**config.mk**
```make
export PLATFORM = sky130hd
export DESIGN_NAME = data_memory_access_ctrl
export DESIGN_NICKNAME = d
export VERILOG_FILES = /design/src/rtl/data_memory_access_ctrl.sv
export SDC_FILE = /design/constraint.sdc
export NUM_CORES = 1
export LEC_CHECK = 0
export BUFFER_PORTS_ARGS = -buffer_cell sky130_fd_sc_hd__buf_2
export CAP_MARGIN = 40
export CORE_UTILIZATION = 44
export DETAILED_ROUTE_END_ITERATION = 6
export PLACE_DENSITY = 0.89
export SLEW_MARGIN = 25
export SYNTH_ARGS = -nofsm -noshare
export SYNTH_HDL_FRONTEND = slang
export SYNTH_SLANG_ARGS = --single-unit
export TNS_END_PERCENT = 50
```
**constraint.sdc**
```tcl
create_clock -name clock -period 1.8 [get_ports clock]
set_input_delay 0 -clock clock [delete_from_list [all_inputs] [get_ports clock]]
set_output_delay 0 -clock clock [all_outputs]
set_load 0.02 [all_outputs]
```
**src/rtl/data_memory_access_ctrl.sv**
```systemverilog
// data_memory_access_ctrl
// Initiator side of the SIMPLE data-RAM port. Accepts one load/store/no-op
// request at a time, drives the single-port synchronous RAM through registered
// address/data/write-enable, and returns a one-cycle completion pulse.
// Loads take an extra cycle because the RAM output is only valid the cycle
// after it samples the address.
module data_memory_access_ctrl #(
    parameter int ADDR_WIDTH = 8,
    parameter int DATA_WIDTH = 16
) (
    input  logic                  clock,
    input  logic                  reset_n,
    input  logic                  reqValid,
    input  logic [1:0]            reqOpcode,
    input  logic [ADDR_WIDTH-1:0] reqAddress,
    input  logic [DATA_WIDTH-1:0] reqWriteData,
    output logic                  reqReady,
    output logic                  respValid,
    output logic [DATA_WIDTH-1:0] respReadData,
    output logic [ADDR_WIDTH-1:0] ramAddress,
    output logic [DATA_WIDTH-1:0] ramData,
    output logic                  ramWren,
    input  logic [DATA_WIDTH-1:0] ramQ
);

    typedef enum logic [1:0] {
        IDLE       = 2'b00,
        LOAD_ISSUE = 2'b01,
        LOAD_WAIT  = 2'b10,
        STORE      = 2'b11
    } state_t;

    localparam logic [1:0] OP_LOAD  = 2'b01;
    localparam logic [1:0] OP_STORE = 2'b10;

    state_t                  state_r;
    state_t                  state_next_s;
    logic                    resp_valid_r;
    logic                    resp_valid_next_s;
    logic [DATA_WIDTH-1:0]   resp_read_data_r;
    logic [DATA_WIDTH-1:0]   resp_read_data_next_s;
    logic [ADDR_WIDTH-1:0]   ram_address_r;
    logic [ADDR_WIDTH-1:0]   ram_address_next_s;
    logic [DATA_WIDTH-1:0]   ram_data_r;
    logic [DATA_WIDTH-1:0]   ram_data_next_s;
    logic                    ram_wren_r;
    logic                    ram_wren_next_s;

    // Next-state and next-output decode; pulses default low, data registers hold.
    always_comb begin
        state_next_s          = state_r;
        resp_valid_next_s     = 1'b0;
        ram_wren_next_s       = 1'b0;
        resp_read_data_next_s = resp_read_data_r;
        ram_address_next_s    = ram_address_r;
        ram_data_next_s       = ram_data_r;
        case (state_r)
            IDLE: begin
                if (reqValid) begin
                    case (reqOpcode)
                        OP_LOAD: begin
                            ram_address_next_s = reqAddress;
                            state_next_s       = LOAD_ISSUE;
                        end
                        OP_STORE: begin
                            ram_address_next_s = reqAddress;
                            ram_data_next_s    = reqWriteData;
                            ram_wren_next_s    = 1'b1;
                            state_next_s       = STORE;
                        end
                        default: begin
                            // No-op: complete immediately without touching the RAM.
                            resp_valid_next_s = 1'b1;
                            state_next_s      = IDLE;
                        end
                    endcase
                end else begin
                    state_next_s = IDLE;
                end
            end
            LOAD_ISSUE: begin
                // RAM samples ram_address at the end of this cycle.
                state_next_s = LOAD_WAIT;
            end
            LOAD_WAIT: begin
                resp_read_data_next_s = ramQ;
                resp_valid_next_s     = 1'b1;
                state_next_s          = IDLE;
            end
            STORE: begin
                // RAM writes at the end of this cycle; wren falls by default.
                resp_valid_next_s = 1'b1;
                state_next_s      = IDLE;
            end
            default: begin
                state_next_s = IDLE;
            end
        endcase
    end

    // State and output registers; async reset clears everything, which also
    // kills an in-flight store write before its write edge.
    always_ff @(posedge clock or negedge reset_n) begin
        if (!reset_n) begin
            state_r          <= IDLE;
            resp_valid_r     <= 1'b0;
            resp_read_data_r <= {DATA_WIDTH{1'b0}};
            ram_address_r    <= {ADDR_WIDTH{1'b0}};
            ram_data_r       <= {DATA_WIDTH{1'b0}};
            ram_wren_r       <= 1'b0;
        end else begin
            state_r          <= state_next_s;
            resp_valid_r     <= resp_valid_next_s;
            resp_read_data_r <= resp_read_data_next_s;
            ram_address_r    <= ram_address_next_s;
            ram_data_r       <= ram_data_next_s;
            ram_wren_r       <= ram_wren_next_s;
        end
    end

    assign reqReady     = (state_r == IDLE);
    assign respValid    = resp_valid_r;
    assign respReadData = resp_read_data_r;
    assign ramAddress   = ram_address_r;
    assign ramData      = ram_data_r;
    assign ramWren      = ram_wren_r;

endmodule

```
* Yosys cells after proc, flatten, opt, wreduce, memory -nomap -nowiden
Cells that the tools add are included. W data, S select, Z words.
Word-level totals: output and inout port bits 43, bits of input ports 45, word-level logic and storage cells 25, bits in writable memories 0, register bits after elaboration 44, memory bits (read-only) 0, memories 0, bits in latches 0
Operators by class: divide/modulo/power cells 0, add/subtract/negate cells 0, reductions and logical operators 5, $mul 0, equality and inequality tests 5, bitwise logic cells 0, order comparisons 0, mux-type cells 9, shifts and indexed selects 0
Operator list (number):
- $eq A2 B2 Y1 const B | 3
- $pmux W2 S3 | 1
- $reduce_and A3 Y1 | 2
- $mux W1 | 5
- $eq A2 B1 Y1 const B | 2
- $pmux W2 S2 | 1
- $reduce_or A2 Y1 | 2
- $logic_not A2 Y1 | 1
- $mux W2 | 1
- $pmux W1 S2 | 1

* Depth between registers and ports, before layout
Gate-level depths: netlist of run 1.
depth after elaboration 5, mapped depth 6

* Least setup slack after synthesis of run 1
Ideal clock, no wire load.
path kind register to register, start register state_r[1], end register ram_data_r[10] (netlist: ramData[10]), arrival time 1.366 ns, path buffers 2, path slack 0.309 ns, library setup time 0.125 ns, data required time 1.675 ns, stages on the path, launching flop included 5, path through dfrtp_1 > nor4bb_1 > buf_2 > buf_6 > mux2_2
On the way: cells in the longest elaborated chain, start to end 2
RTL lines:
- start: declaration | line 36 | state_t state_r;
- start signal: assignment | line 112 | state_r <= state_next_s;
- $logic_not A2 Y1 | line 57 | case (state_r)
- $reduce_and A3 Y1 (no line)
- end signal: assignment | line 109 | ram_data_r <= {DATA_WIDTH{1'b0}};
- end signal: assignment | line 116 | ram_data_r <= ram_data_next_s;
- end: declaration | line 44 | logic [DATA_WIDTH-1:0] ram_data_r;
No other way between the ends. A chain may end at the register's enable or synchronous reset.

* Worst setup path after layout of run 1
Same ends and word-level chain as after synthesis.

==> results of run 1 <==
how the worst max path moves through the flow:
stage | startpoint | to | slack [ns] | cells past startpoint
6_report | state_r[1]$_DFF_PN0_ | ramData[10]$_DFFE_PN0P_ | 0.26 | 3
5_1_grt | state_r[1]$_DFF_PN0_ | ramData[11]$_DFFE_PN0P_ | 0.14 | 3
2_1_floorplan | state_r[1]$_DFF_PN0_ | ramData[10]$_DFFE_PN0P_ | 0.31 | 4
3_5_place_dp | state_r[1]$_DFF_PN0_ | ramData[10]$_DFFE_PN0P_ | 0.28 | 3
4_1_cts | state_r[1]$_DFF_PN0_ | ramData[10]$_DFFE_PN0P_ | 0.26 | 3
3_3_place_gp | state_r[1]$_DFF_PN0_ | ramData[3]$_DFFE_PN0P_ | 0.30 | 3
cells in the final DEF, fill, tap and decap left out:
cell,count
buf_4,4
clkinvlp_4,1
nor4b_4,1
clkbuf_8,6
inv_1,1
nor4bb_4,1
dfrtp_1,44
nand2b_1,1
nand2_1,1
a21oi_1,1
o21bai_1,1
buf_2,87
nor2_1,2
dlygate4sd3_1,42
clkbuf_1,1
mux2_2,40
ha_1,1
kinds of logic (layout without fill, tap and decap cells):
logic type                 count (synthesis)  count (layout)
AOI/OAI and AO/OA                          2               2
and+or+nand+nor                            6               6
buffers and inverters                      5             142
adders and majority gates                  1               1
DFF                                       44              44
muxes                                     40              40
area by class of cell:
type | count | area, sq um
tap | 46 | 57.6
clock buffer | 7 | 86.3
timing repair buffer | 133 | 886
sequential | 44 | 1100
clock inverter | 1 | 7.51
multi-input combinational | 49 | 542
inverter | 1 | 3.75
fill | 211 | 785
power breakdown:
part           internal (mW)  switching [mW]
Clock                  0.312           0.319
Sequential              1.29           0.158
Combinational          0.558           0.680
Total                   2.16            1.16
worst reg2reg max path, stage by stage (launching register included):
cell and delay (ns):
dfrtp_1 0.48, nor4bb_4 0.30, buf_4 0.28, mux2_2 0.37
stage by stage:
stage | hold WS (ns) | cell area [sq um] | instances | power, mW
2_1_floorplan | -0.296 | 1660 | 98 | 2.17
3_3_place_gp | 0.105 | 2170 | 231 | 2.58
3_5_place_dp | 0.104 | 2170 | 231 | 2.63
4_1_cts | 0.127 | 2680 | 281 | 3.33
5_1_grt | 0.165 | 2680 | 281 | 3.50
6_report | 0.144 | 2680 | 281 | 3.32
metal layers:
metal / vias up / wire length (um)
met3: 15 / 177
met1: 646 / 1520
met5: - / 0
met2: 56 / 2190
li1: 612 / -
met4: 0 / 195
cell usage after synthesis:
library cell	number
mux2_2	40
a21oi_1	1
nor2_1	2
nor4b_4	1
o21bai_1	1
nand2_1	1
buf_2	3
ha_1	1
nor4bb_1	1
inv_1	1
nand2b_1	1
dfrtp_1	44
buf_6	1
registers in the layout (all words and copies together), names as in the netlist:
register      count
respReadData     16
respValid         1
ramData          16
state_r           2
ramWren           1
ramAddress        8
what timing repair did:
| item | in CTS | in global routing |
|---|---|---|
| hold endpoints to repair | 85 | 0 |
| setup endpoints to repair | 0 | 0 |
| hold buffers | 42 | 0 |
==> flow_summary_export.csv, run 1 <==
group,metric,value,unit
clock_tree,insertion_delay,0.29,ns
clock_tree,cts_buffer_depth,2,
min_path,hold_path_startpoint,"reqOpcode[1]",
global_route,antenna_found_initial,0,
drt,via_per_inst,4.73,
global_route,globalRouteTotalUtil,22.9,%
layout,num-nets-final,280,
drt,vias,1329,
global_route,met1_usage,23.5,%
setup_path,r2r_setup_slack,0.26,ns
synthesis,synth_top_family_by_area,"multiplexers",
setup_path,start_kind,"flop",
timing,skew,0.00512,ns
die,die_area,0.00402,sq mm
layout,utilization,77.4,%
synthesis,yosysWarnings,0,
min_path,hold_depth,4,
drt,first_iter_violations,61,
layout,area_delta_synth_final,61.9,%
synthesis,ys_ff_latch,44,
synthesis,synth_area_leader_cell,"dfrtp_1",
timing,slew_headroom,64.2,%
synthesis,muxShareOfSynthArea,27.2,%
setup_path,slowest_delay,0.48,ns
drt,routed_wl,4090,um
synthesis,synth_area_per_cell,16.9,sq um
die,fp.coreArea,0.00347,sq mm
outcome,status,"completed",
synthesis,synthCells,98,
setup_path,r2r_cells,3,
synthesis,synth_area_leaders,"dfrtp_1, mux2_2, nor4b_4, buf_2, ha_1",
drt,drt_first_pass_iters,4,
timing,hold_viol_final,0,
clock_tree,cts_buffers,5,
placement,dp_slack,0.276,ns
global_route,met2_usage,40.4,%
global_route,grtUsageMet3,5.98,%
die,ios,88,
layout,antennaDiodeCount,0,
clock_tree,cts_resized,0,
die,die_w,63.4,um
global_route,grt_pass1_wl,6730,um
clock_tree,cts-root-buf,"clkbuf_8",
min_path,hp-class,"primary input to flop",
setup_path,crit_fanout,17,
flow_run,maxCapViolations,0,
synthesis,yosys.area.top_type_share,66.4,%
clock_tree,cts_setup_buffers,0,
setup_path,critPathKind,"flop to flop",
placement,port-buffer-count,87,
placement,hpwl,2370,um
synthesis,synth_compound_area_share,0.755,%
setup_path,arrival,1.72,ns
timing,finalCriticalPeriod,1.54,ns
synthesis,synthXorXnorAreaFrac,0,%
timing,worst_pin_slew,0.537,ns
timing,fin_ws,0.256,ns
setup_path,cp_cell_sequence,"nor4bb_4, buf_4, mux2_2",
clock_tree,clk_pin_slew_worst_paths,0.08,ns
layout,drive_above_1_share,59.6,%
timing,rsz0062_at_grt,"false",
setup_path,reg2reg_to,"ramData[10]$_DFFE_PN0P_",
die,die_h,63.4,um
global_route,grt_max_degree,45,
setup_path,cp_num_buf_inv,1,
synthesis,syn_nets,144,
setup_path,cp_slowest_cell,"dfrtp_1",
global_route,grt_busiest_layer,"met2",
drt,drc,0,
clock_tree,htreeDepth,2,
setup_path,path_delay_family,"flip-flops",
timing,setup_viol,0,
setup_path,required,1.98,ns
power_and_ir_drop,powerDensity,1240,mW/mm^2
timing,min_period_over_period,85.8,%
clock_tree,cts_tree,"yes",
timing,fin_tns_setup,0,ns
synthesis,yosys.area_share.simple,3.09,%
drt,postRouteAntennaNets,0,
timing,drv_slew,0,
clock_tree,clock-sinks,44,
die,fp-row-count,21,
synthesis,yosysUniqueCellTypes,13,
synthesis,synth-seq-area-share,66.4,%
placement,gp_congestion,0.727,
synthesis,netlist_area,0.00166,sq mm
timing,max_freq,0.648,GHz
die,initial_core_util,47.8,%
setup_path,timing.rr.start,"state_r[1]$_DFF_PN0_",
global_route,gr-total-overflow,0,
setup_path,critical_path.endpoint_type,"flop",
global_route,grt_pass1_vias,1426,
synthesis,synth_adder_area_share,0.755,%
power_and_ir_drop,ir_drop,0.000815,V
power_and_ir_drop,static-leakage-power,1.30,nW
min_path,hold_end,"state_r[1]$_DFF_PN0_",
drt,wl_per_cell,14.6,um
Note: power is estimated with default switching activity, not from simulation.
==> inputs of run 2 (changes only) <==
--- a/config.mk
+++ b/config.mk
@@ -9,7 +9,10 @@
 export CAP_MARGIN = 40
 export CORE_UTILIZATION = 44
 export DETAILED_ROUTE_END_ITERATION = 6
+export GPL_ROUTABILITY_DRIVEN = 1
 export PLACE_DENSITY = 0.89
+export REMOVE_ABC_BUFFERS = 1
+export SETUP_SLACK_MARGIN = 0.3
 export SLEW_MARGIN = 25
 export SYNTH_ARGS = -nofsm -noshare
 export SYNTH_HDL_FRONTEND = slang
==> run 2 against run 1 <==
  * Hold slack worse by 0.055 ns
  * Sequential power barely moved
  * Combinational power up 5%
  * Die area stayed put
  * Core utilization is 2.9 points higher
  * Sequential share of layout area fell by 1.4 points
==> flow_summary_export.csv, run 2 (synthesis gave the netlist of run 1 again) <==
group,metric,value,unit
clock_tree,cts-root-buf,"clkbuf_8",
clock_tree,cts_tree,"yes",
global_route,antenna_found_initial,0,
layout,antennaDiodeCount,0,
layout,layout_common_cells,"buf_2, dlygate4sd3_1, dfrtp_1",
placement,port-buffer-count,87,
die,initial_core_util,47.8,%
timing,min_period_over_period,83.8,%
clock_tree,insertion_delay,0.28,ns
die,die_h,63.4,um
global_route,globalRouteTotalUtil,20.4,%
flow_run,maxCapViolations,0,
drt,drt_first_pass_iters,4,
power_and_ir_drop,seq_power_share,43.1,%
timing,setup_viol,0,
clock_tree,cts_buffers,5,
setup_path,critPathKind,"flop to flop",
drt,vias,1362,
drt,routed_wl,4130,um
die,fp-row-count,21,
power_and_ir_drop,powerDensity,1220,mW/mm^2
timing,drv_slew,0,
timing,max_freq,0.663,GHz
global_route,gr-total-overflow,0,
global_route,grt_max_degree,38,
global_route,grt_pass1_wl,6100,um
global_route,grt_pass1_vias,1378,
min_path,hp-class,"primary input to async pin",
timing,fin_ws,0.292,ns
setup_path,crit_fanout,5,
setup_path,critical_path.endpoint_type,"flop",
layout,layout_commonest_cell,"buf_2",
timing,hold_viol_final,0,
timing,finalCriticalPeriod,1.51,ns
timing,worst_pin_slew,0.336,ns
power_and_ir_drop,static-leakage-power,1.37,nW
layout,fin_cells,284,
die,die_area,0.00402,sq mm
layout,drive_above_1_share,61.3,%
drt,first_iter_violations,18,
die,fp.coreArea,0.00347,sq mm
power_and_ir_drop,clkPwrFrac,18.5,%
die,die_w,63.4,um
clock_tree,htreeDepth,2,
power_and_ir_drop,p_sw_share,33.6,%
placement,gp_congestion,0.802,
layout,area_delta_synth_final,67.9,%
timing,skew,0.00220,ns
drt,wl_per_cell,14.5,um
setup_path,arrival,1.68,ns
setup_path,start_kind,"flop",
die,ios,88,
setup_path,cp_slowest_cell,"dfrtp_2",
power_and_ir_drop,ir_drop,0.000918,V
power_and_ir_drop,p_comb_share,38.4,%
clock_tree,cts_buffer_depth,2,
outcome,status,"completed",
timing,timing.hold.ws,0.0891,ns
drt,postRouteAntennaNets,0,
clock_tree,clk_pin_slew_worst_paths,0.07,ns
power_and_ir_drop,netSwitchingPower,1.14,mW
placement,place_inst,231,
layout,num-nets-final,284,
setup_path,required,1.97,ns
drt,via_per_inst,4.80,
timing,slew_headroom,77.6,%
clock_tree,clock-sinks,44,
timing,rsz0062_at_grt,"true",
placement,dp_slack,0.274,ns
setup_path,cp_cell_sequence,"nor4bb_4, buf_6, mux2_2",
timing,fin_tns_setup,0,ns
drt,drc,0,
power_and_ir_drop,p_total,3.39,mW
setup_path,slowest_delay,0.46,ns
power_and_ir_drop,power.internal,2.25,mW
run 2: cell types whose count changed in the layout (fill, tap and decap cells not counted), sizes merged:
cell / before / now
buf: 91 / 95
clkinvlp: 1 / 0
run 2: power groups by stage:
stage	combinational [mW]	sequential, mW	clock, mW
3_3_place_gp	1.14	1.45	0
2_1_floorplan	0.323	1.84	0
6_report	1.30	1.46	0.629
5_1_grt	1.37	1.50	0.694
3_5_place_dp	1.16	1.46	0
4_1_cts	1.23	1.45	0.650
run 2: through the flow:
stage	util, %	cell area, sq um
floorplan	-	1630
finish	80.3	2780
global route	80.3	2780
global placement	62.6	2170
detailed placement	62.6	2170
CTS	77.6	2690
run 2: per-layer routing:
metal	GRT usage [%]	routed length [um]	vias up
met5	0	0	-
met4	12.8	187	0
met3	5.07	167	14
met2	37.8	2230	55
met1	20.0	1540	672
li1	-	-	621
run 2: final cells by class:
| cell class | count | area [sq um] |
|---|---|---|
| Inverter | 1 | 3.75 |
| Timing Repair Buffer | 137 | 936 |
| Tap cell | 46 | 57.6 |
| Clock buffer | 7 | 96.3 |
| Fill cell | 212 | 684 |
| Sequential cell | 44 | 1100 |
| Multi-Input combinational cell | 49 | 587 |
run 2: critical path: cells and delay by family (launching register included):
family | cells | cell delay (ns)
buffers and inverters | 1 | 0.19
flip-flops | 1 | 0.46
multiplexers | 1 | 0.34
AND/OR/NAND/NOR | 1 | 0.40
run 2: worst paths after layout:
kind	from	endpoint	slack (ns)	depth (start not counted)
min in group clock	reqOpcode[1]	state_r[1]$_DFF_PN0_	0.18	4
worst max register to register	state_r[0]$_DFF_PN0_	ramData[7]$_DFFE_PN0P_	0.29	3
max in group asynchronous	reset_n	respReadData[1]$_DFFE_PN0N_	1.13	4
worst max-delay path	state_r[0]$_DFF_PN0_	ramData[7]$_DFFE_PN0P_	0.29	3
worst min register to register	respReadData[6]$_DFFE_PN0N_	respReadData[6]$_DFFE_PN0N_	0.51	1
worst min-delay path	reset_n	ramData[13]$_DFFE_PN0P_	0.09	2
run 2: what timing repair did:
item / CTS / global route
gates cloned: 0 / 2
hold buffers: 42 / 0
setup buffers: 0 / 1
pin swaps: 0 / 1
gates resized for setup: 1 / 18
hold endpoints to repair: 77 / 0
endpoints found under the setup margin: 16 / 16
==> inputs of run 3 (changes only) <==
==> constraint.sdc (replaced) <==
create_clock -name clock -period 1.39 [get_ports clock]
set_input_delay 0 -clock clock [delete_from_list [all_inputs] [get_ports clock]]
set_output_delay 0 -clock clock [all_outputs]
set_load 0.02 [all_outputs]
==> run 3 against run 2 <==
  * Non-clock buffer count shrank 1
  * Clock skew rose by 0.0070 ns
  * The run now ends with setup timing left
  * Hold slack got worse by 0.072 ns
  * Cell count unchanged
  * Clock-buffer cell count fell by 1
  * Sequential share of layout area down 0.19 points
  * Via count down 2.7%
==> flow_summary_export.csv, run 3 (synthesis gave the netlist of run 1 again) <==
group,metric,value,unit
drt,postRouteAntennaNets,0,
clock_tree,cts-root-buf,"clkbuf_8",
timing,skew,0.00924,ns
placement,place_inst,234,
timing,rsz0062_at_grt,"true",
global_route,met2_usage,38.6,%
global_route,grt_busiest_layer,"met2",
die,die_area,0.00402,sq mm
power_and_ir_drop,p_sw_share,33.3,%
drt,via_per_inst,4.67,
setup_path,arrival,1.62,ns
setup_path,start_kind,"flop",
timing,fin_ws,-0.0546,ns
clock_tree,cts_tree,"yes",
drt,drt_first_pass_iters,4,
timing,finalCriticalPeriod,1.44,ns
clock_tree,cts_buffers,5,
clock_tree,htreeDepth,2,
global_route,grt_pass1_vias,1452,
timing,slew_headroom,72.5,%
drt,wl_per_cell,14.4,um
setup_path,r2r_cells,3,
die,fp.coreArea,0.00347,sq mm
outcome,violations,"setup timing",
layout,drive_above_1_share,61.8,%
global_route,globalRouteTotalUtil,21.6,%
die,ios,88,
setup_path,timing.rr.start,"state_r[1]$_DFF_PN0_",
clock_tree,clk_pin_slew_worst_paths,0.08,ns
setup_path,cp_slowest_cell,"dfrtp_2",
die,die_h,63.4,um
min_path,hold_depth,3,
die,die_w,63.4,um
min_path,hold_end,"state_r[1]$_DFF_PN0_",
layout,fin_cells,284,
setup_path,r2r_setup_slack,-0.05,ns
outcome,status,"finished, violations left",
placement,port-buffer-count,87,
global_route,grtUsageMet3,3.99,%
setup_path,critPathKind,"flop to flop",
setup_path,slowest_delay,0.45,ns
layout,layout_common_cells,"buf_2, dlygate4sd3_1, dfrtp_1",
drt,drc,0,
power_and_ir_drop,seq_power_share,41.5,%
power_and_ir_drop,clkPwrFrac,20.8,%
layout,area_delta_synth_final,68.8,%
timing,worst_pin_slew,0.412,ns
clock_tree,insertion_delay,0.29,ns
global_route,antenna_found_initial,0,
global_route,grt_max_degree,20,
timing,setup_viol,24,
drt,vias,1325,
power_and_ir_drop,p_comb_share,37.7,%
setup_path,cp_cell_sequence,"nor4bb_4, buf_12, mux2_2",
layout,antennaDiodeCount,0,
layout,layout_commonest_cell,"buf_2",
setup_path,critical_path.endpoint_type,"flop",
timing,min_period_over_period,104,%
power_and_ir_drop,power.internal,3.01,mW
setup_path,crit_fanout,17,
power_and_ir_drop,ir_drop,0.00107,V
power_and_ir_drop,static-leakage-power,1.37,nW
placement,hpwl,2420,um
layout,num-nets-final,283,
power_and_ir_drop,netSwitchingPower,1.50,mW
timing,max_freq,0.692,GHz
setup_path,required,1.57,ns
timing,hold_viol_final,0,
global_route,grt_pass1_wl,6380,um
drt,routed_wl,4090,um
placement,gp_congestion,0.729,
clock_tree,clock-sinks,44,
layout,final_design_area_no_fill,0.00280,sq mm
min_path,hp-class,"primary input to flop",
clock_tree,cts_buffer_depth,2,
global_route,gr-total-overflow,0,
placement,place_area,0.00222,sq mm
global_route,met1_usage,22.1,%
die,initial_core_util,47.8,%
placement,dp_slack,-0.0675,ns
min_path,hold_path_startpoint,"reqValid",
power_and_ir_drop,powerDensity,1610,mW/mm^2
die,fp-row-count,21,
timing,drv_slew,0,
drt,first_iter_violations,39,
flow_run,maxCapViolations,0,
setup_path,reg2reg_to,"ramData[15]$_DFFE_PN0P_",
power_and_ir_drop,p_total,4.51,mW
run 3: per-layer routing:
| layer | part of all wire, % | vias up |
|---|---|---|
| li1 | - | 618 |
| met1 | 37 | 634 |
| met2 | 55 | 57 |
| met3 | 3.3 | 16 |
| met4 | 4.9 | 0 |
| met5 | 0 | - |
run 3: area by class of cell:
type,instances,area [sq um]
sequential,44,1100
timing repair buffer,136,943
fill,199,671
multi-input combinational,49,582
clock buffer,6,72.6
tap,46,57.6
clock inverter,2,35.0
inverter,1,3.75
run 3: power groups by stage:
stage | Clock (mW) | Combinational [mW] | Sequential [mW]
finish | 0.939 | 1.70 | 1.87
global placement | 0 | 1.51 | 1.87
global route | 1.03 | 1.80 | 1.92
detailed placement | 0 | 1.54 | 1.89
floorplan | 0 | 0.418 | 2.39
CTS | 0.959 | 1.64 | 1.87
run 3: worst max-delay path, delay by kind of cell (launching register included):
kind,cells,cell delay (ns)
muxes,1,0.34
DFF,1,0.45
buffers and inverters,1,0.19
and+or+nand+nor,1,0.34
run 3: timing repair:
action | in CTS | in global routing
resized for setup | 5 | 10
hold buffers | 42 | 0
setup buffers | 0 | 0
endpoints found under the setup margin | 41 | 41
endpoints found under the hold margin | 58 | 0
run 3: per-stage QoR:
stage	hold WS, ns	TNS, ns	util [%]
floorplan	-0.296	-22.80	-
global placement	-0.0475	-0.444	63.9
detailed placement	-0.0467	-1.04	63.9
CTS	0.00889	-0.721	79.6
global route	0.0227	-1.73	80.7
finish	0.0166	-0.756	80.7
run 3: worst max path at each step:
stage,to,cells after the start,slack (ns),start
floorplan,ramData[0]$_DFFE_PN0P_,2,-1.32,state_r[1]$_DFF_PN0_
global placement,ramData[13]$_DFFE_PN0P_,3,-0.03,state_r[1]$_DFF_PN0_
detailed placement,ramData[6]$_DFFE_PN0P_,3,-0.07,state_r[1]$_DFF_PN0_
CTS,ramData[6]$_DFFE_PN0P_,3,-0.06,state_r[1]$_DFF_PN0_
global route,ramData[2]$_DFFE_PN0P_,3,-0.09,state_r[1]$_DFF_PN0_
finish,ramData[15]$_DFFE_PN0P_,3,-0.05,state_r[1]$_DFF_PN0_
